**src/rtl/pattern_pkg.sv**
```systemverilog
// rtl/pattern_pkg.sv - shared frame constants, word field map and readback FSM states
package pattern_pkg;

    localparam logic [7:0] HDR_BYTE    = 8'hFA;
    localparam logic [7:0] END_BYTE    = 8'hFF;
    localparam logic [7:0] CMD_TRIGGER = 8'd25;
    localparam logic [7:0] CMD_STOP    = 8'd26;

    localparam int DUR_MSB = 63;
    localparam int DUR_LSB = 32;
    localparam int PAT_MSB = 31;
    localparam int PAT_LSB = 16;
    localparam int LED_MSB = 7;
    localparam int LED_LSB = 0;

    typedef enum logic [2:0] {
        ST_IDLE,
        ST_HDR,
        ST_LEN_HI,
        ST_LEN_LO,
        ST_WORD,
        ST_TRAILER,
        ST_DONE
    } tx_state_e;

    // Word count actually dumped: requested length capped at the BRAM depth.
    function automatic logic [15:0] clamp_len(input logic [15:0] len, input int addr_w);
        logic [16:0] cap;
        cap = 17'd1 << addr_w;
        if ({1'b0, len} > cap) return cap[15:0];
        return len;
    endfunction

endpackage

```
**src/rtl/pattern_readback_tx_if.sv**
```systemverilog
// rtl/pattern_readback_tx_if.sv - host/BRAM/line signals of the readback transmitter
interface pattern_readback_tx_if #(
    parameter int ADDR_W = 10
);
    logic              start;
    logic [15:0]       data_length;
    logic [ADDR_W-1:0] mem_ad;
    logic [63:0]       mem_dout;
    logic              busy;
    logic              done;
    logic              tx;

    modport master (
        output start, data_length, mem_dout,
        input  mem_ad, busy, done, tx
    );

    modport slave (
        input  start, data_length, mem_dout,
        output mem_ad, busy, done, tx
    );
endinterface

```
**src/rtl/pattern_readback_tx_uart_tx_byte.sv**
```systemverilog
// rtl/pattern_readback_tx_uart_tx_byte.sv - 8N1 byte serialiser with load/ready handshake
module uart_tx_byte #(
    parameter int DIV = 868
) (
    input  logic       clk100,
    input  logic       rst_n,
    input  logic       load,
    input  logic [7:0] data,
    output logic       ready,
    output logic       tx
);
    localparam int CW = (DIV > 1) ? $clog2(DIV) : 1;

    logic          active;
    logic [3:0]    bit_cnt;
    logic [CW-1:0] baud_cnt;
    logic [8:0]    sh;
    logic          bit_end;

    assign bit_end = (baud_cnt == CW'(DIV - 1));
    // Ready already in the stop bit's last cycle so the next start bit follows with no gap.
    assign ready   = !active || (bit_end && (bit_cnt == 4'd9));

    always_ff @(posedge clk100 or negedge rst_n) begin
        if (!rst_n) begin
            active   <= 1'b0;
            bit_cnt  <= 4'd0;
            baud_cnt <= '0;
            sh       <= '0;
            tx       <= 1'b1;
        end else if (load && ready) begin
            active   <= 1'b1;
            bit_cnt  <= 4'd0;
            baud_cnt <= '0;
            sh       <= {1'b1, data};
            tx       <= 1'b0;
        end else if (active) begin
            if (bit_end) begin
                baud_cnt <= '0;
                if (bit_cnt == 4'd9) begin
                    active <= 1'b0;
                    tx     <= 1'b1;
                end else begin
                    tx      <= sh[0];
                    sh      <= {1'b1, sh[8:1]};
                    bit_cnt <= bit_cnt + 4'd1;
                end
            end else begin
                baud_cnt <= baud_cnt + 1'b1;
            end
        end
    end
endmodule

```
**src/rtl/pattern_readback_tx.sv**
```systemverilog
// rtl/pattern_readback_tx.sv - dumps pattern BRAM words to the host as an FA/len/words/FF UART frame
import pattern_pkg::*;

module pattern_readback_tx #(
    parameter int CLK_HZ = 100_000_000,
    parameter int BAUD   = 115200,
    parameter int ADDR_W = 10,
    parameter int RD_LAT = 2
) (
    input  logic                  clk100,
    input  logic                  rst_n,
    pattern_readback_tx_if.slave  bus
);
    localparam int         DIV    = (CLK_HZ + BAUD / 2) / BAUD;
    localparam logic [7:0] RD_ARM = 8'(RD_LAT + 1);

    tx_state_e         state;
    logic              load_r;
    logic [7:0]        data_r;
    logic              ready;
    logic              tx_w;
    logic              accept;
    logic              busy_r;
    logic              done_r;
    logic              trl_sent;
    logic [ADDR_W-1:0] mem_ad_r;
    logic [15:0]       n_len;
    logic [15:0]       word_cnt;
    logic [2:0]        byte_idx;
    logic [63:0]       shreg;
    logic [7:0]        rd_wait;

    assign accept = load_r && ready;

    uart_tx_byte #(.DIV(DIV)) u_byte (
        .clk100 (clk100),
        .rst_n  (rst_n),
        .load   (load_r),
        .data   (data_r),
        .ready  (ready),
        .tx     (tx_w)
    );

    // data_r holds the byte on offer; shreg holds the rest of the current word, or the
    // next word once its read has landed, so the prefetch never disturbs the pending byte.
    always_ff @(posedge clk100 or negedge rst_n) begin
        if (!rst_n) begin
            state    <= ST_IDLE;
            load_r   <= 1'b0;
            data_r   <= '0;
            busy_r   <= 1'b0;
            done_r   <= 1'b0;
            trl_sent <= 1'b0;
            mem_ad_r <= '0;
            n_len    <= '0;
            word_cnt <= '0;
            byte_idx <= '0;
            shreg    <= '0;
            rd_wait  <= '0;
        end else begin
            if (rd_wait != 8'd0) rd_wait <= rd_wait - 8'd1;

            case (state)
                ST_IDLE: begin
                    done_r <= 1'b0;
                    if (bus.start) begin
                        state  <= ST_HDR;
                        busy_r <= 1'b1;
                        load_r <= 1'b1;
                        data_r <= HDR_BYTE;
                        n_len  <= clamp_len(bus.data_length, ADDR_W);
                    end
                end
                ST_HDR: if (accept) begin
                    state  <= ST_LEN_HI;
                    data_r <= n_len[15:8];
                end
                ST_LEN_HI: if (accept) begin
                    state    <= ST_LEN_LO;
                    data_r   <= n_len[7:0];
                    mem_ad_r <= '0;
                    if (n_len != 16'd0) rd_wait <= RD_ARM;
                end
                ST_LEN_LO: if (accept) begin
                    if (n_len == 16'd0) begin
                        state  <= ST_TRAILER;
                        data_r <= END_BYTE;
                    end else begin
                        state    <= ST_WORD;
                        data_r   <= shreg[63:56];
                        shreg    <= {shreg[55:0], 8'h00};
                        byte_idx <= 3'd7;
                        word_cnt <= '0;
                    end
                end
                ST_WORD: if (accept) begin
                    if (byte_idx == 3'd0) begin
                        if (word_cnt == n_len - 16'd1) begin
                            state  <= ST_TRAILER;
                            data_r <= END_BYTE;
                        end else begin
                            word_cnt <= word_cnt + 16'd1;
                            byte_idx <= 3'd7;
                            data_r   <= shreg[63:56];
                            shreg    <= {shreg[55:0], 8'h00};
                        end
                    end else begin
                        byte_idx <= byte_idx - 3'd1;
                        data_r   <= shreg[63:56];
                        shreg    <= {shreg[55:0], 8'h00};
                        if (byte_idx == 3'd1) begin
                            mem_ad_r <= ADDR_W'(word_cnt + 16'd1);
                            rd_wait  <= RD_ARM;
                        end
                    end
                end
                ST_TRAILER: begin
                    if (!trl_sent) begin
                        if (accept) begin
                            load_r   <= 1'b0;
                            trl_sent <= 1'b1;
                        end
                    end else if (ready) begin
                        state    <= ST_DONE;
                        busy_r   <= 1'b0;
                        done_r   <= 1'b1;
                        trl_sent <= 1'b0;
                    end
                end
                ST_DONE: begin
                    done_r <= 1'b0;
                    state  <= ST_IDLE;
                end
                default: state <= ST_IDLE;
            endcase

            // Read data is stable one cycle after the BRAM latency has elapsed.
            if (rd_wait == 8'd1) shreg <= bus.mem_dout;
        end
    end

    assign bus.mem_ad = mem_ad_r;
    assign bus.busy   = busy_r;
    assign bus.done   = done_r;
    assign bus.tx     = tx_w;
endmodule

```
**src/flat_wrapper.sv**
```systemverilog
// flat-port wrapper written by rule: the top's interface ports become plain ports
module pattern_readback_tx_flat 
#(
    parameter int CLK_HZ = 100_000_000,
    parameter int BAUD   = 115200,
    parameter int ADDR_W = 10,
    parameter int RD_LAT = 2
)
  (clk100, rst_n, bus_start, bus_data_length, bus_mem_dout, bus_mem_ad, bus_busy, bus_done, bus_tx);
  pattern_readback_tx_if #(.ADDR_W(ADDR_W)) bus_i ();
  input  logic clk100;
  input  logic rst_n;
  input wire logic [$bits(bus_i.start)-1:0] bus_start;
  input wire logic [$bits(bus_i.data_length)-1:0] bus_data_length;
  input wire logic [$bits(bus_i.mem_dout)-1:0] bus_mem_dout;
  output wire logic [$bits(bus_i.mem_ad)-1:0] bus_mem_ad;
  output wire logic [$bits(bus_i.busy)-1:0] bus_busy;
  output wire logic [$bits(bus_i.done)-1:0] bus_done;
  output wire logic [$bits(bus_i.tx)-1:0] bus_tx;
  assign bus_i.start = bus_start;
  assign bus_i.data_length = bus_data_length;
  assign bus_i.mem_dout = bus_mem_dout;
  assign bus_mem_ad = bus_i.mem_ad;
  assign bus_busy = bus_i.busy;
  assign bus_done = bus_i.done;
  assign bus_tx = bus_i.tx;
  pattern_readback_tx #(.CLK_HZ(CLK_HZ), .BAUD(BAUD), .ADDR_W(ADDR_W), .RD_LAT(RD_LAT)) u_core (.clk100(clk100), .rst_n(rst_n), .bus(bus_i));
endmodule
```
**config.mk**
```make
export PLATFORM = sky130hd
export DESIGN_NAME = pattern_readback_tx_flat
export DESIGN_NICKNAME = d
export VERILOG_FILES = /design/src/rtl/pattern_pkg.sv /design/src/rtl/pattern_readback_tx_if.sv /design/src/rtl/pattern_readback_tx_uart_tx_byte.sv /design/src/rtl/pattern_readback_tx.sv /design/src/flat_wrapper.sv
export SDC_FILE = /design/constraint.sdc
export NUM_CORES = 1
export LEC_CHECK = 0
export BUFFER_PORTS_ARGS = -buffer_cell sky130_fd_sc_hd__buf_4
export CAP_MARGIN = 20
export CORE_MARGIN = 2
export CORE_UTILIZATION = 55
export DETAILED_ROUTE_END_ITERATION = 10
export PLACE_DENSITY = 0.88
export SYNTH_ARGS = -nofsm -noshare
export SYNTH_HDL_FRONTEND = slang
export SYNTH_HIERARCHICAL = 1
export SYNTH_SLANG_ARGS = --single-unit
```
**constraint.sdc**
```tcl
create_clock -name clk100 -period 6.8 [get_ports clk100]
set_input_delay 0.68 -clock clk100 [delete_from_list [all_inputs] [get_ports clk100]]
set_output_delay 0.68 -clock clk100 [all_outputs]
set_load 0.01 [all_outputs]
```
==> results_dict.tcl <==
set metrics [dict create \
    status "finished clean" \
    cts_resized 0 \
    die_h_um 128.3 \
    syn_area_um2 8494 \
    drt-wirelength-per-cell_um 19.09 \
    drc 0 \
    grt_pass1_wl_um 33240 \
    power_uw 1998 \
    cts_sinks 157 \
    ant_nets 0 \
    clkLatencyLatePin_ns 0.42 \
    cp.arrival_ns 4.18 \
    grt_pass1_vias 6617 \
    final_common_cell "dfrtp_1" \
    grt_usage 0.2561 \
    cts-buffers-inserted 17 \
    yosysWarningCount 6 \
    synth.ff_latch_count 157 \
    drt-total-wl_um 20580 \
    hold_buffers 0 \
    antenna_found_initial 0 \
    drt_pre_antenna_iters 5 \
    synthCells 820 \
    final_nets 973 \
    clkTransAtPathRegs_ns 0.06 \
    finalMaxSlewViolations 0 \
    rows 45 \
    setup_viol 0 \
    hold_path.class "input port to asynchronous set/reset pin" \
    grt_max_degree 99 \
    leakage_uw 0.004741 \
    fillers 1134 \
    insertedDiodeCount 0 \
    place.gp.congestion 0.9339 \
    cts_tree "done" \
    rsz0062_at_grt "no" \
    synth_seq_area_share 0.4627 \
    io_pins 96 \
    multi_input_comb_area_um2 4193 \
    p_per_area_nw_per_um2 203.4 \
    synth-main-ff-cell "dfrtp_1" \
    worst-setup-path-type "flip-flop to flip-flop" \
    port_buffers 95 \
    setup_tns_ns 0 \
    final-seq-area_um2 3930 \
    area_growth_pct 15.64 \
    vias 6976 \
    cts_setup_buffers 0 \
    die_x_um 128.3 \
    relSlewSlack 0.3150 \
    ctsRootBufferMaster "clkbuf_16" \
    dp_hpwl_um 13720 \
    timing.final.crit_share 0.5704 \
    yosys.area.top_type "dfrtp_1" \
    synth_top_area_share 0.4596 \
    final_util 0.6486 \
    end_kind "flip-flop" \
    tightest_slew_ns 1.020 \
    reg2reg_from "u_core/n_len[7]" \
    grt_remaining_overflow 0 \
    r2r-end "u_core/word_cnt[8]" \
    synth.avg_cell_area_um2 10.36 \
    synth_edf_count 0 \
    hold_viol 0 \
    syn-num-nets 915 \
    ir_drop_mv 0.1771 \
    async_reset_ff_frac 1.000 \
    reg2reg_depth 7 \
    ys_types 81 \
    period_minus_slack_ns 3.878 \
    drv_cap 0 \
    initial_core_util 0.5608 \
    cp_data_required_time_ns 7.11 \
    final_cell_mix "dfrtp_1, buf_4, and3_1" \
    reg2reg_slack_ns 2.92 \
    crit_path_max_fanout 16 \
    vias_per_cell 6.471 \
    yosys-top-cells-area "dfrtp_1, a221o_1, and3_1" \
    drt_iter0_markers 681 \
    core_area_um2 15150 \
    fin_skew_ns 0.007374 \
    fmax_mhz 257.8 \
    clockBufferDepth 2 \
    drive_gt1_frac 0.1843 \
    start_kind "flip-flop" \
    h-tree-depth 4 \
    dieArea_um2 16450 \
]
-- worst max-delay path: stages, from the launching register on --
cell	delay, ns
dfrtp_1	0.51
or4_4	0.60
or4_4	0.55
a2111oi_0	0.67
o221a_2	0.34
and4_1	0.58
nor2_1	0.16
mux2_1	0.34
-- layer usage --
layer  GRT usage  vias up  wire [um]  share of wire
met4     0.08662        0        413          0.020
met1      0.3573     3396       8921           0.43
met3     0.05384       41       1508          0.073
li1            -     3224          -              -
met2      0.4011      315       9737           0.47
met5           0        -          0              0
-- synth_stat cells, drive strengths merged (5+ instances only) --
master,instances
or4,12
nor2b,6
clkbuf,44
o211ai,7
nand2,57
mux2,25
ha,12
and3,66
nand3,16
nor4,16
o31ai,15
inv,18
nand4,5
mux2i,5
nand2b,7
and2,11
nor2,47
xor2,18
o21ai,36
a22o,18
xnor2,23
nor3,19
a221o,58
a21oi,18
o22ai,8
or3,9
buf,18
a31oi,7
dfrtp,156
a22oi,9
-- how the worst max path moves through the flow --
stage / startpoint / end / slack [ns] / cells past startpoint
floorplan: u_core/n_len[3] / u_core/shreg[59] / 3.59 / 10
global placement: u_core/n_len[7] / u_core/word_cnt[0] / 3.11 / 7
detailed placement: u_core/n_len[7] / u_core/word_cnt[8] / 3.07 / 7
CTS: u_core/n_len[7] / u_core/word_cnt[8] / 3.02 / 7
global route: u_core/n_len[2] / u_core/shreg[41] / 2.70 / 8
finish: u_core/n_len[7] / u_core/word_cnt[8] / 2.92 / 7
-- cell type report --
cell class / count / area share
Clock buffer: 22 / 0.04726
Clock inverter: 9 / 0.01618
Inverter: 18 / 0.006878
Multi-Input combinational cell: 583 / 0.4268
Sequential cell: 157 / 0.4001
Tap cell: 188 / 0.02395
Timing Repair Buffer: 101 / 0.07884
-- kinds of logic after synthesis --
family                     share of synthesized area
buffers and inverters                        0.04654
xor gates and xnor gates                     0.04492
AOI/OAI and AO/OA                             0.2012
muxes                                        0.03903
and+or+nand+nor                               0.1868
DFF                                           0.4627
adders and majority gates                    0.01885
-- sequential cells by signal, indices dropped and copies added, names as in the netlist --
| name | flops |
|---|---|
| u_core/bus.busy | 1 |
| u_core/u_byte/sh | 9 |
| u_core/word_cnt | 16 |
| u_core/load_r | 1 |
| u_core/shreg | 64 |
| u_core/n_len | 16 |
| u_core/u_byte/tx | 1 |
| u_core/data_r | 8 |
| u_core/u_byte/bit_cnt | 4 |
| u_core/u_byte/active | 1 |
| u_core/rd_wait | 8 |
| u_core/trl_sent | 1 |
| u_core/bus.done | 1 |
| u_core/u_byte/baud_cnt | 10 |
| u_core/bus.mem_ad | 10 |
| u_core/state | 3 |
| u_core/byte_idx | 3 |
-- report_power, final --
group / internal, uW / switching, uW / total, uW
Combinational: 30.5 / 25.5 / 56.0
Clock: 634 / 374 / 1010
Sequential: 934 / 0 / 934
Total: 1600 / 399 / 2000
-- stage by stage --
stage	std cells	worst slack [ns]	hold WS, ns	instance area (um2)
final	1078	2.922	0.3212	9823
after global routing	1078	2.699	0.4052	9823
after detailed placement	1047	3.070	0.4593	9200
after floorplan	820	3.589	0.3844	8494
after CTS	1078	3.019	0.3761	9823
after global placement	1046	3.112	0.4520	9180
No activity file was read; power rests on OpenSTA's default activity.
